===== src/rtl/uart16550_fifo.sv =====
// 16550-compatible UART register block: RX/TX byte FIFOs, trigger-level and
// character-timeout interrupts, decoded at an 8-byte aligned I/O base.
module uart16550_fifo #(
  parameter logic [11:0] BASE_ADDR      = 12'h3F8,
  parameter int          FIFO_DEPTH     = 16,
  parameter int          TIMEOUT_CYCLES = 4096
) (
  input  logic        iClk,
  input  logic        iRst,
  input  logic [19:0] iAddr,
  input  logic        iWr,
  input  logic [7:0]  iWrData,
  input  logic        iRd,
  output logic [7:0]  oRdData,
  output logic        oSel,
  output logic        oIntr,
  input  logic [7:0]  iRxData,
  input  logic        iRx,
  output logic        oRxReady,
  output logic        oRxTaken,
  input  logic        iTxReady,
  output logic [7:0]  oTxData,
  output logic        oTx,
  output logic        oDTR
);

  localparam int AW = $clog2(FIFO_DEPTH);
  localparam int CW = AW + 1;
  localparam int TW = $clog2(TIMEOUT_CYCLES + 1);

  typedef enum logic [2:0] {
    ID_NONE = 3'b000,
    ID_THRE = 3'b001,
    ID_RDA  = 3'b010,
    ID_LS   = 3'b011,
    ID_CTI  = 3'b110
  } int_id_e;

  logic [3:0]  ier;
  logic [7:0]  lcr, scr, dll, dlm;
  logic [4:0]  mcr;
  logic        fifo_en;
  logic [1:0]  rx_trig_sel;
  logic        oe, thre_pend;
  logic [TW-1:0] to_cnt;

  logic [7:0]  rx_mem [FIFO_DEPTH];
  logic [7:0]  tx_mem [FIFO_DEPTH];
  logic [AW-1:0] rx_wp, rx_rp, tx_wp, tx_rp;
  logic [CW-1:0] rx_count, tx_count, rx_count_nxt, tx_count_nxt;

  // Upper address lines are don't-care: the block aliases through the 20-bit space.
  logic       sel;
  logic [2:0] off;
  assign sel = (iAddr[11:3] == BASE_ADDR[11:3]) & (|{1'b1, iAddr[19:12]});
  assign off = iAddr[2:0];

  logic dlab, wr_en, rd_en;
  assign dlab  = lcr[7];
  assign wr_en = iWr & sel;
  assign rd_en = iRd & sel;

  logic fcr_wr, en_change, rx_clr, tx_clr, ier_wr, lsr_rd, iir_rd;
  assign fcr_wr    = wr_en & (off == 3'd2);
  assign en_change = fcr_wr & (iWrData[0] != fifo_en);
  assign rx_clr    = fcr_wr & (iWrData[1] | en_change);
  assign tx_clr    = fcr_wr & (iWrData[2] | en_change);
  assign ier_wr    = wr_en & (off == 3'd1) & !dlab;
  assign lsr_rd    = rd_en & (off == 3'd5);
  assign iir_rd    = rd_en & (off == 3'd2);

  logic [CW-1:0] depth_eff, depth_nxt;
  assign depth_eff = fifo_en ? CW'(FIFO_DEPTH) : CW'(1);
  assign depth_nxt = (fcr_wr ? iWrData[0] : fifo_en) ? CW'(FIFO_DEPTH) : CW'(1);

  logic rx_empty, rx_full, tx_empty, tx_full;
  assign rx_empty = (rx_count == '0);
  assign rx_full  = (rx_count >= depth_eff);
  assign tx_empty = (tx_count == '0);
  assign tx_full  = (tx_count >= depth_eff);

  // A full FIFO still takes a byte when a pop frees a slot in the same cycle.
  logic rx_pop, rx_push, rx_drop, tx_push_req, tx_push, tx_pop;
  assign rx_pop      = rd_en & (off == 3'd0) & !dlab & !rx_empty;
  assign rx_push     = iRx & (!rx_full | rx_pop);
  assign rx_drop     = iRx & rx_full & !rx_pop;
  assign tx_pop      = iTxReady & !tx_empty;
  assign tx_push_req = wr_en & (off == 3'd0) & !dlab;
  assign tx_push     = tx_push_req & (!tx_full | tx_pop);

  // NOTE: every variable driven here gets a default first, so no path leaves
  // it unassigned and no latch is inferred.
  always_comb begin
    rx_count_nxt = rx_count;
    tx_count_nxt = tx_count;
    if (rx_clr)                 rx_count_nxt = '0;
    else if (rx_push & !rx_pop) rx_count_nxt = rx_count + CW'(1);
    else if (!rx_push & rx_pop) rx_count_nxt = rx_count - CW'(1);
    if (tx_clr)                 tx_count_nxt = '0;
    else if (tx_push & !tx_pop) tx_count_nxt = tx_count + CW'(1);
    else if (!tx_push & tx_pop) tx_count_nxt = tx_count - CW'(1);
  end

  logic [CW-1:0] rx_trig;
  always_comb begin
    rx_trig = CW'(1);
    case (rx_trig_sel)
      2'b01:   rx_trig = CW'(FIFO_DEPTH / 4);
      2'b10:   rx_trig = CW'(FIFO_DEPTH / 2);
      2'b11:   rx_trig = CW'(FIFO_DEPTH - 2);
      default: rx_trig = CW'(1);
    endcase
  end

  logic    cti, pending;
  int_id_e int_id;
  assign cti = fifo_en & (to_cnt == TW'(TIMEOUT_CYCLES));

  always_comb begin
    int_id = ID_NONE;
    if (ier[2] & oe)                           int_id = ID_LS;
    else if (ier[0] & (rx_count >= rx_trig))   int_id = ID_RDA;
    else if (ier[0] & cti)                     int_id = ID_CTI;
    else if (ier[1] & thre_pend)               int_id = ID_THRE;
  end
  assign pending = (int_id != ID_NONE);

  logic [7:0] iir, lsr, rd_val;
  assign iir = {fifo_en, fifo_en, 2'b00, int_id, !pending};
  assign lsr = {1'b0, tx_empty & !oTx, tx_empty, 3'b000, oe, !rx_empty};

  always_comb begin
    rd_val = 8'h00;
    case (off)
      3'd0:    rd_val = dlab ? dll : (rx_empty ? 8'h00 : rx_mem[rx_rp]);
      3'd1:    rd_val = dlab ? dlm : {4'b0000, ier};
      3'd2:    rd_val = iir;
      3'd3:    rd_val = lcr;
      3'd4:    rd_val = {3'b000, mcr};
      3'd5:    rd_val = lsr;
      3'd7:    rd_val = scr;
      default: rd_val = 8'h00;
    endcase
  end

  logic thre_set, thre_clr;
  assign thre_set = (!tx_empty & (tx_count_nxt == '0)) |
                    (ier_wr & iWrData[1] & !ier[1] & tx_empty);
  assign thre_clr = tx_push_req | (iir_rd & (int_id == ID_THRE));

  // NOTE: the FIFO storage has no reset; the pointers and counts define which
  // entries are valid, so a reset only needs to clear those.
  always_ff @(posedge iClk) begin
    if (rx_push) rx_mem[rx_wp] <= iRxData;
    if (tx_push) tx_mem[tx_wp] <= iWrData;
  end

  // NOTE: all state below uses non-blocking assignment so every flop samples
  // the pre-edge values regardless of statement order.
  always_ff @(posedge iClk or posedge iRst) begin
    if (iRst) begin
      ier <= '0; lcr <= '0; mcr <= '0; scr <= '0; dll <= '0; dlm <= '0;
      fifo_en <= 1'b0; rx_trig_sel <= 2'b00;
      oe <= 1'b0; thre_pend <= 1'b0; to_cnt <= '0;
      rx_wp <= '0; rx_rp <= '0; tx_wp <= '0; tx_rp <= '0;
      rx_count <= '0; tx_count <= '0;
      oRdData <= '0; oSel <= 1'b0; oIntr <= 1'b0;
      oRxReady <= 1'b0; oRxTaken <= 1'b0; oTxData <= '0; oTx <= 1'b0;
    end else begin
      if (wr_en) begin
        case (off)
          3'd0: if (dlab) dll <= iWrData;
          3'd1: if (dlab) dlm <= iWrData; else ier <= iWrData[3:0];
          3'd2: begin fifo_en <= iWrData[0]; rx_trig_sel <= iWrData[7:6]; end
          3'd3: lcr <= iWrData;
          3'd4: mcr <= iWrData[4:0];
          3'd7: scr <= iWrData;
          default: ;
        endcase
      end

      rx_count <= rx_count_nxt;
      tx_count <= tx_count_nxt;
      if (rx_clr) begin
        rx_wp <= '0; rx_rp <= '0;
      end else begin
        if (rx_push) rx_wp <= rx_wp + AW'(1);
        if (rx_pop)  rx_rp <= rx_rp + AW'(1);
      end
      if (tx_clr) begin
        tx_wp <= '0; tx_rp <= '0;
      end else begin
        if (tx_push) tx_wp <= tx_wp + AW'(1);
        if (tx_pop)  tx_rp <= tx_rp + AW'(1);
      end

      oRxReady <= (rx_count_nxt < depth_nxt);
      oRxTaken <= rx_push & !rx_clr;
      oTx      <= tx_pop & !tx_clr;
      if (tx_pop & !tx_clr) oTxData <= tx_mem[tx_rp];

      if (fcr_wr & iWrData[1]) oe <= 1'b0;
      else if (rx_drop)        oe <= 1'b1;
      else if (lsr_rd)         oe <= 1'b0;

      if (rx_push | rx_pop | rx_empty)       to_cnt <= '0;
      else if (to_cnt != TW'(TIMEOUT_CYCLES)) to_cnt <= to_cnt + TW'(1);

      if (thre_set)      thre_pend <= 1'b1;
      else if (thre_clr) thre_pend <= 1'b0;

      oSel <= rd_en;
      if (iRd) oRdData <= sel ? rd_val : 8'hFF;
      oIntr <= pending;
    end
  end

  assign oDTR = mcr[0];

endmodule


===== config.mk =====
export PLATFORM = sky130hd
export DESIGN_NAME = uart16550_fifo
export DESIGN_NICKNAME = d
export VERILOG_FILES = /design/src/rtl/uart16550_fifo.sv
export SDC_FILE = /design/constraint.sdc
export NUM_CORES = 1
export LEC_CHECK = 0
export ABC_CLOCK_PERIOD_IN_PS = 4400
export CORE_ASPECT_RATIO = 1.2
export CORE_UTILIZATION = 23
export DETAILED_ROUTE_END_ITERATION = 12
export GPL_ROUTABILITY_DRIVEN = 0
export SLEW_MARGIN = 40
export SYNTH_ARGS = -nofsm -noshare
export SYNTH_HDL_FRONTEND = slang
export SYNTH_SLANG_ARGS = --single-unit

===== constraint.sdc =====
create_clock -name iClk -period 4.4 [get_ports iClk]
set_clock_uncertainty 0.15 [all_clocks]
set_input_delay 0.88 -clock iClk [delete_from_list [all_inputs] [get_ports iClk]]
set_output_delay 0.88 -clock iClk [all_outputs]
set_load 0.05 [all_outputs]

Word-level counts from Yosys, hierarchy flattened
Memories as Yosys holds them, arrays and structs flattened. A register that Yosys moved wholly into a read port is not among the register bits.
Index checks and enable logic that the tools add are counted.
Widths: inputs -> output; s select.

cells by class
  $add $sub $neg = 9
  $lt $le $gt $ge = 4
  eq/ne operators = 14
  multiplexer cells = 38
  bitwise logic cells = 47
  reductions and logical operators = 33

operators by type and width
  cell                   number
  $pmux 8 s7             1
  $mux 5                 8
  $and 1x1->1            38
  $mux 4                 8
  $mux 8                 4
  $mux 13                2
  $add 4x1->4 const B    4
  $ge 5x5->1             3
  $logic_not 5->1        3
  $logic_not 1->1        14
  $add 13x1->13 const B  1
  $eq 13x13->1 const B   1
  $ne 13x13->1 const B   1
  $pmux 4 s3             1
  $reduce_bool 2->1      6
  $mux 1                 11
  $add 5x1->5 const B    2
  $sub 5x1->5 const B    2
  $eq 3x3->1 const B     3
  $eq 9x7->1 const B     1
  $mux 3                 3
  $reduce_and 3->1       3
  $or 1x1->1             8
  $reduce_and 2->1       4
  9 further kinds        13

storage, ports and cells
  bits in registers = 98
  bits in writable memories = 256
  input port bits = 42
  output and inout port bits = 22
  logic and storage cells = 170
  memories = 2

memory list
  memory  depth  width  rd ports  clocked after Yosys merged registers in  write ports  line  RTL
  rx_mem  16     8      1         0                                        1            47    logic [7:0] rx_mem [FIFO_DEPTH];
  tx_mem  16     8      1         1                                        1            48    logic [7:0] tx_mem [FIFO_DEPTH];

Logic depth before layout (Yosys ltp)
Gate-level depths: netlist of the first run.

  word-level depth = 14
  depth in mapped cells = 13

Worst setup path before layout of the first run
Ideal clock, no wire load.

  path kind = input -> register
  start = in iAddr[0]
  end = mem rx_mem[0][0], enable pin
  setup time = 395 ps
  arrival time = 3,237 ps
  data required time = 3,855 ps
  setup slack = 618 ps
  stages on the path = 6
  buffers on the path = 1
  cell sequence = buf_6 > or4_4 > or2_2 > nor2_1 > o21ai_1 > nor4_1

on the way
  word-level cells in the longest chain between the ends = 8

RTL lines
  element                       line  RTL
  from (decl)                   10    input logic [19:0] iAddr,
  $logic_not 3->1               84    assign rx_pop = rd_en & (off == 3'd0) & !dlab & !rx_empty;
  $and 1x1->1 (3 in a row)      84
  $or 1x1->1                    85    assign rx_push = iRx & (!rx_full | rx_pop);
  $and 1x1->1                   85
  $mux 1                        154   if (rx_push) rx_mem[rx_wp] <= iRxData;
  $mux 1 (implied by the code)  154
  to (decl)                     47

Every way passes these cells.

Worst setup path after layout of the first run
  start = in iAddr[2]
  end = mem rx_mem[7][2], enable pin

Same word-level chain as after synthesis.

==> results of run 1 <==
-- cell families after synthesis --
group	count (synthesis)	synth area share (%)
AOI/OAI and AO/OA	116	5.08
xor gates and xnor gates	31	1.75
adders and majority gates	25	2.02
buffers and inverters	73	1.88
DFF	362	66.8
muxes	138	14.6
and+or+nand+nor	246	7.90
-- final timing paths --
kind / from / endpoint / slack, ns
max: iAddr[2] / rx_mem[7][2] / 0.84
min reg2reg: oTxData[0] / oTxData[0] / 0.33
max reg2reg: rx_count[0] / rx_mem[10][2] / 0.95
min in group asynchronous: iRst / to_cnt[4] / 0.58
max in group asynchronous: iRst / rx_rp[1] / 2.74
min: oTxData[0] / oTxData[0] / 0.33
-- where the power goes --
group | switching [mW] | leakage [nW] | internal (mW)
clock network | 1.37 | 0.675 | 2.16
registers | 0.189 | 3.67 | 3.78
logic | 0.736 | 2.23 | 0.650
total | 2.30 | 6.57 | 6.59
-- layout by cell type (no fill, tap or decap), types with 14 or more instances in the layout --
master	n
mux4_2	65
nor2_1	91
a21oi_1	31
clkbuf_16	40
xnor2_1	17
clkdlybuf4s50_1	53
dfrtp_1	103
inv_1	29
ha_1	25
o21ai_0	21
mux2_2	50
nand2_1	50
nand3_1	15
edfxtp_1	256
xor2_1	14
buf_4	53
mux2i_1	23
-- final cells by class --
cell class              count  share of cell area [%]
clock buffers              50                    5.74
clock inverters            21                    1.64
inverters                  32                   0.652
multi-input cells         556                    25.9
flip-flops and latches    362                    55.0
well taps                 892                    5.94
repair buffers            109                    5.10
-- state kept, by name (all words and copies together) (netlist names), 5 cells and up --
| name | flops |
|---|---|
| dll | 8 |
| dlm | 8 |
| lcr | 8 |
| mcr | 5 |
| oRdData | 8 |
| oTxData | 8 |
| rx_count | 5 |
| rx_mem | 128 |
| scr | 8 |
| to_cnt | 13 |
| tx_count | 5 |
| tx_mem | 128 |
-- worst max-delay path, cell delays in order --
cell             delay (ns)
clkdlybuf4s50_1        0.52
or4_4                  0.63
or2_2                  0.36
nor2_1                 0.17
o21a_1                 0.28
nand2_1                0.08
nor2_1                 0.17
and2_1                 0.49
-- per-layer routing --
layer	track usage (%)	part of all wire, %	vias up
met1	13.8	43	4551
li1	-	-	4052
met3	2.43	6.0	56
met2	17.6	49	209
met5	0	0.025	-
met4	3.22	2.4	2
==> out/metrics.csv, run 1 <==
metric,value,unit
status,"complete, no violations",
grt_setup_unrepaired,no,
yosys.area.top_type,edfxtp_1,
clock.fmax,281,MHz
grt_max_degree,71,
diodes,0,
cts_buffers,39,
yosysMostFrequentCell,edfxtp_1,
ios,64,
synthCells,991,
hpwl,24.5,mm
syn_avg_cell_area,15.6,um2
ant_nets,0,
drv_slew,0,
fin_util,28.4,%
syn2layout_area_growth,21.5,%
synth_area_leaders,"edfxtp_1 (50%), dfrtp_1 (17%), mux4_2 (9.5%)",
relSlewSlack,46.0,%
place_area,0.0174,mm2
maxCapViolations,0,
hold_depth,2,
clock_tree.htree_level_count,2,
clk_latency,0.54,ns
synth_nets,1058,
cellPowerDensity,472,mW/mm2
cts-resized-gates,0,
ys_types,65,
dieHeight,286,um
ys_seq_area_share,66.8,%
port_buffers,55,
worst_slack,0.838,ns
fin_cells,2022,
yosys_most_used_dff,edfxtp_1,
layout_min_cycle_time,3.56,ns
fin_nets,1167,
antenna_found_initial,1,
r2r_cells,11,
yosysWarnings,0,
peakVddDrop,0.342,mV
first_pass_iters,5,
critPathKind,in -> reg,
cp_data_required_time,4.43,ns
viasPerCell,4.39,
grt_pass1_wl,55.9,mm
drive_gt1_share,22.5,%
max_slew.worst_pin.slew,0.807,ns
post-route-period-util,81.0,%
ctsHoldBuffers,0,
synth_edf_count,256,
total_power,8.88,mW
grt_usage,10.6,%
dp_slack,0.275,ns
start_util,23.4,%
cts_root_buf,clkbuf_16,
final_design_area_no_fill,0.0188,mm2
finalWirelength,36.2,mm
hold_viol,0,
rows,103,
hold_path_class,reg -> reg,
setup_violations,0,
synth_top_area_share,49.7,%
multi_input_area,0.00488,mm2
clock-sinks,362,
fillCellCount,6720,
drt_drc_violations_left,0,
ys_seq_elements,362,
die_w,239,um
worstPathArrival,3.59,ns
fp.coreArea,0.0662,mm2
grt_pass1_vias,9207,
syn_area,0.0155,mm2
grt_overflow,0,
wl_per_cell,17.9,um
cellLeakagePower,6.57,nW
ctsLongestPathBuffers,3,
cts_tree,built,
ff_latch_area,0.0103,mm2
postCtsSetupRepairBufs,0,
ys_async_sr_fraction,29.3,%
hold_slack,0.333,ns
path_clk_slew,0.06,ns
dp.cells,1951,
synthTopCellsByCount,"edfxtp_1 (256), dfrtp_1 (106), nor2_1 (91)",
start_kind,primary input,
crit_path_max_fanout,8,
dr_total_vias,8870,
fin_setup_tns,0,ns
die_area,0.0684,mm2
cp-end-kind,flop,
drt_iter0_drc,616,
Power figures use the tool's default switching activity.
==> run 2: changes to the inputs <==
- ABC_CLOCK_PERIOD_IN_PS: 4400 -> 3500
- clock period: 4.4 -> 3.5 ns (I/O delays scaled with it)
==> run 2 against run 1 <==
  * Utilization is 0.28 points higher
  * Sequential share of layout area down 0.55 points
  * Sequential power grew 25%
  * Critical path depth is the same
  * First-iteration DRC count fell by 4.4%
  * Final cell count rose by 1.6%
  * Largest cell class unchanged
==> out/metrics.csv, run 2 (same netlist as run 1, synthesis figures left out) <==
metric,value,unit,change
critPathKind,in -> reg,,
fillCellCount,6658,,-0.92%
reg_top3,"rx_mem: 128 flops, tx_mem: 128 flops, to_cnt: 13 flops",,
cts_buffers,37,,-5.1%
rows,103,,unchanged
start_kind,primary input,,
maxCapViolations,0,,unchanged
hold_slack,0.324,ns,-0.00909 ns
die_area,0.0684,mm2,unchanged
viasPerCell,4.34,,-0.98%
antenna_found_initial,1,,unchanged
r2r_cells,9,,-2
cp-end-kind,flop,,
clock_tree.htree_level_count,2,,unchanged
met2_usage,17.4,%,-0.22 points
crit_path_max_fanout,8,,unchanged
relSlewSlack,49.0,%,+2.9 points
fp.coreArea,0.0662,mm2,unchanged
post-route-period-util,90.6,%,
grt_pass1_vias,9174,,-0.36%
cellPowerDensity,561,mW/mm2,+19%
grt_use_met3,1.97,%,-0.46 points
wl_per_cell,17.6,um,-1.5%
ctsLongestPathBuffers,3,,unchanged
layout_common_cells,"edfxtp_1 (256), dfrtp_1 (104), nor2_1 (91), buf_4 (79), mux4_2 (65)",,
syn2layout_area_growth,22.7,%,
clk_latency,0.54,ns,about the same
path_clk_slew,0.06,ns,about the same
ant_nets,0,,unchanged
fin_nets,1202,,+3.0%
grt_usage,10.7,%,+0.044 points
grt_max_degree,72,,+1.4%
finalWirelength,36.2,mm,about the same
place_area,0.0178,mm2,+2.4%
clock.fmax,315,MHz,
grt_pass1_wl,56.0,mm,+0.15%
max_slew.worst_pin.slew,0.765,ns,-0.0416 ns
first_pass_iters,5,,unchanged
grt_overflow,0,,unchanged
setup_violations,0,,unchanged
hold_viol,0,,unchanged
hold_path_class,in -> async,,
use_met1,14.6,%,+0.87 points
cts_root_buf,clkbuf_16,,
fin_setup_tns,0,ns,unchanged
peakVddDrop,0.501,mV,+46%
dieHeight,286,um,unchanged
total_power,10.7,mW,+20%
cts-resized-gates,0,,unchanged
worstPathArrival,3.25,ns,-0.34 ns
final_design_area_no_fill,0.0190,mm2,+0.99%
drive_gt1_share,24.5,%,+2.0 points
worst_slack,0.329,ns,-0.510 ns
drt_iter0_drc,589,,-4.4%
dr_total_vias,8926,,+0.63%
grt-busiest-layer,met2,,
dp_slack,-0.205,ns,-0.479 ns
final_common_cell,edfxtp_1,,
postCtsSetupRepairBufs,0,,unchanged
layout_min_cycle_time,3.17,ns,
drt_drc_violations_left,0,,unchanged
ios,64,,unchanged
cts_tree,built,,
drv_slew,0,,unchanged
die_w,239,um,unchanged
diodes,0,,unchanged
hpwl,24.6,mm,+0.21%
clock-sinks,362,,unchanged
grt_setup_unrepaired,no,,
port_buffers,55,,unchanged
cellLeakagePower,6.69,nW,+1.8%
status,"complete, no violations",,
ctsHoldBuffers,0,,unchanged
cp_data_required_time,3.58,ns,-0.85 ns
start_util,23.4,%,unchanged
run 2: cell type report:
| cell class | count | area (um2) | area share, % |
|---|---|---|---|
| flip-flops and latches | 362 | 10300 | 54.5 |
| multi-input cells | 556 | 4880 | 25.7 |
| repair buffers | 146 | 1360 | 7.16 |
| well taps | 892 | 1120 | 5.88 |
| clock buffers | 46 | 980 | 5.16 |
| clock inverters | 21 | 189 | 0.995 |
| inverters | 32 | 124 | 0.652 |
run 2: per-layer routing:
| metal | routed length [um] | share of wire (%) | vias up |
|---|---|---|---|
| met5 | 9 | 0.025 | - |
| met4 | 624 | 1.7 | 2 |
| met1 | 16500 | 45 | 4586 |
| met2 | 17500 | 48 | 181 |
| li1 | - | - | 4109 |
| met3 | 1690 | 4.7 | 48 |
run 2: final timing paths:
kind | startpoint | endpoint | slack, ns
max | iAddr[2] | tx_mem[0][1] | 0.33
min | iRst | to_cnt[8] | 0.32
max reg2reg | tx_count[0] | thre_pend | 0.38
min reg2reg | oTxData[0] | oTxData[0] | 0.33
max in group asynchronous | iRst | lcr[0] | 2.20
min in group iClk | oTxData[0] | oTxData[0] | 0.33
run 2: metrics by stage:
step	utilization (%)	std cells
4_1_cts	28.7	2055
2_1_floorplan	-	991
6_report	28.7	2055
5_1_grt	28.7	2055
3_5_place_dp	26.9	1988
3_3_place_gp	26.9	1988
run 2: worst max-delay path, stage by stage:
cell and delay (ns):
clkdlybuf4s50_1 0.51, or4_4 0.63, or4_4 0.58, a21oi_2 0.13, buf_4 0.16, nand2_1 0.13
nor3_1 0.18, buf_4 0.22
run 2: where the power goes:
group / leakage (nW) / internal, mW / switching (mW) / total [mW]
sequential: 3.67 / 4.75 / 0.213 / 4.96
clock: 0.577 / 2.22 / 1.66 / 3.88
combinational: 2.45 / 0.865 / 0.949 / 1.81
total: 6.69 / 7.83 / 2.82 / 10.7
==> run 3: changes to the inputs <==
- HOLD_SLACK_MARGIN: default -> 0.05
- PLACE_DENSITY: default -> 0.45
==> run 3 against run 2 <==
  * Routed wire length rose by 8.5%
  * Critical path depth fell by 1
  * Final cell count rose by 0.97%
  * Hold slack improved by 0.0067 ns
  * Non-clock buffer count rose by 11
  * Setup slack got worse by 0.050 ns
  * Sequential power barely moved
  * Combinational power rose by 3%
  * Via count rose by 1.3%
  * First-iteration DRC count fell by 29%
  * Final area rose by 1.5%
  * Flip-flop and latch count did not move
  * Highest routed layer is now met4
==> out/metrics.csv, run 3 (same netlist as run 1, synthesis figures left out) <==
metric,value,unit,change
final_design_area_no_fill,0.0193,mm2,+1.5%
status,"complete, no violations",,
total_power,11.3,mW,+5.8%
ios,64,,unchanged
crit_chain,clkdlybuf4s50_1 > or4_4 > or4_4 > a21oi_2 > nand2_1 > nor2_1 > buf_4,,
grt_pass1_wl,60.6,mm,+8.1%
grt_setup_unrepaired,no,,
finalWirelength,39.3,mm,+8.5%
cts-resized-gates,0,,unchanged
max_slew.worst_pin.slew,0.741,ns,-0.0238 ns
layout_min_cycle_time,3.22,ns,+0.0501 ns
ant_nets,0,,unchanged
drt_drc_violations_left,0,,unchanged
r2r-end,thre_pend,,
grt_usage,11.8,%,+1.1 points
hold_path_class,reg -> reg,,
port_buffers,55,,unchanged
grt_overflow,0,,unchanged
cts_root_buf,clkbuf_16,,
hold_start,oTxData[3],,
r2r_slack,0.34,ns,-0.04 ns
hpwl,27.0,mm,+9.9%
cellPowerDensity,585,mW/mm2,+4.2%
crit_family,simple AND/OR/NAND/NOR gates,,
ctsLongestPathBuffers,3,,unchanged
post-route-period-util,92.0,%,+1.4 points
hold_viol,0,,unchanged
worst_slack,0.278,ns,-0.0501 ns
final_common_cell,edfxtp_1,,
cellLeakagePower,6.84,nW,+2.3%
critPathKind,in -> reg,,
die_w,239,um,unchanged
drive_gt1_share,25.8,%,+1.3 points
cp-end-kind,flop,,
clock-sinks,362,,unchanged
setup_violations,0,,unchanged
relSlewSlack,50.6,%,+1.6 points
die_area,0.0684,mm2,unchanged
dieHeight,286,um,unchanged
place_area,0.0179,mm2,+0.38%
critPathBufInv,2,,-1
crit_top_cell,or4_4,,
clock_tree.htree_level_count,2,,unchanged
first_pass_iters,4,,-1
drt_iter0_drc,421,,-29%
cp_data_required_time,3.59,ns,about the same
cts_buffers,42,,+14%
rows,103,,unchanged
postCtsSetupRepairBufs,0,,unchanged
path_clk_slew,0.06,ns,about the same
layout_common_cells,"edfxtp_1 (256), dfrtp_1 (104), buf_4 (92), nor2_1 (91), mux4_2 (65)",,
fin_nets,1218,,+1.3%
wl_per_cell,19.0,um,+7.5%
fin_setup_tns,0,ns,unchanged
min_to,oTxData[3],,
clk_latency,0.55,ns,about the same
hold_depth,2,,
crit_path_max_fanout,8,,unchanged
grt_pass1_vias,9515,,+3.7%
drv_slew,0,,unchanged
cts_tree,built,,
antenna_found_initial,2,,+1
dr_total_vias,9042,,+1.3%
worst_path_largest_cell_delay,0.64,ns,about the same
clock.fmax,310,MHz,-1.6%
dp_slack,-0.283,ns,-0.0789 ns
start_util,23.4,%,unchanged
fin_util,29.1,%,+0.44 points
viasPerCell,4.36,,+0.32%
grt_max_degree,63,,-13%
r2r_start,tx_count[0],,
syn2layout_area_growth,24.5,%,
r2r_cells,9,,unchanged
worstPathArrival,3.31,ns,+0.06 ns
fp.coreArea,0.0662,mm2,unchanged
reg_top3,"rx_mem: 128 flops, tx_mem: 128 flops, to_cnt: 13 flops",,
diodes,0,,unchanged
ctsHoldBuffers,0,,unchanged
maxCapViolations,0,,unchanged
peakVddDrop,0.325,mV,-35%
start_kind,primary input,,
slowest_stage,or4_4,,
==> run 3: cell count changes in the layout (fill, tap and decap cells not counted), moves of 2 or more <==
cell / before / now
buf_12: 12 / 10
bufinv_16: 3 / 5
clkinvlp_4: 2 / 4
clkinv_2: 8 / 4
clkinv_4: 0 / 2
buf_4: 79 / 92
clkbuf_1: 7 / 9
clkbuf_16: 37 / 43
==> run 3: tightest hold or removal path: stages, from the launching register on <==
cell	delay, ns
dfrtp_1	0.34
nand2_1	0.05
o21ai_0	0.06
==> run 3: stage by stage <==
step / instances / hold WS [ns]
after floorplan: 991 / 0.329
after global placement: 1999 / 0.320
after detailed placement: 1999 / 0.325
after CTS: 2075 / 0.338
after global routing: 2075 / 0.360
final: 2075 / 0.331
==> run 3: how the worst max path moves through the flow <==
stage           startpoint       endpoint  slack (ns)  cells past startpoint
3_5_place_dp      iAddr[2]   rx_mem[3][0]       -0.28                      9
2_1_floorplan     iAddr[0]   rx_mem[0][0]       -0.10                      6
3_3_place_gp      iAddr[2]   rx_mem[3][0]       -0.27                      9
6_report          iAddr[2]  tx_mem[11][6]        0.28                      7
5_1_grt        tx_count[0]      thre_pend        0.13                      9
4_1_cts           iAddr[2]   rx_mem[3][3]        0.30                      9
==> run 3: routing by layer <==
metal	wire length (um)	track usage (%)
met3	1450	2.03
met5	0	0
met2	19800	20.1
met1	17200	15.1
met4	922	3.61
==> run 3: area by class of cell <==
class | instances | area (um2)
clock buffers | 55 | 1150
clock inverters | 21 | 246
fillers | 6763 | 47000
inverters | 32 | 124
multi-input cells | 556 | 4890
flip-flops and latches | 362 | 10300
well taps | 892 | 1120
repair buffers | 157 | 1420
==> run 3: report_power, final <==
part | internal [mW] | switching [mW] | total (mW)
combinational | 0.880 | 0.979 | 1.86
sequential | 4.75 | 0.215 | 4.96
clock | 2.69 | 1.75 | 4.45
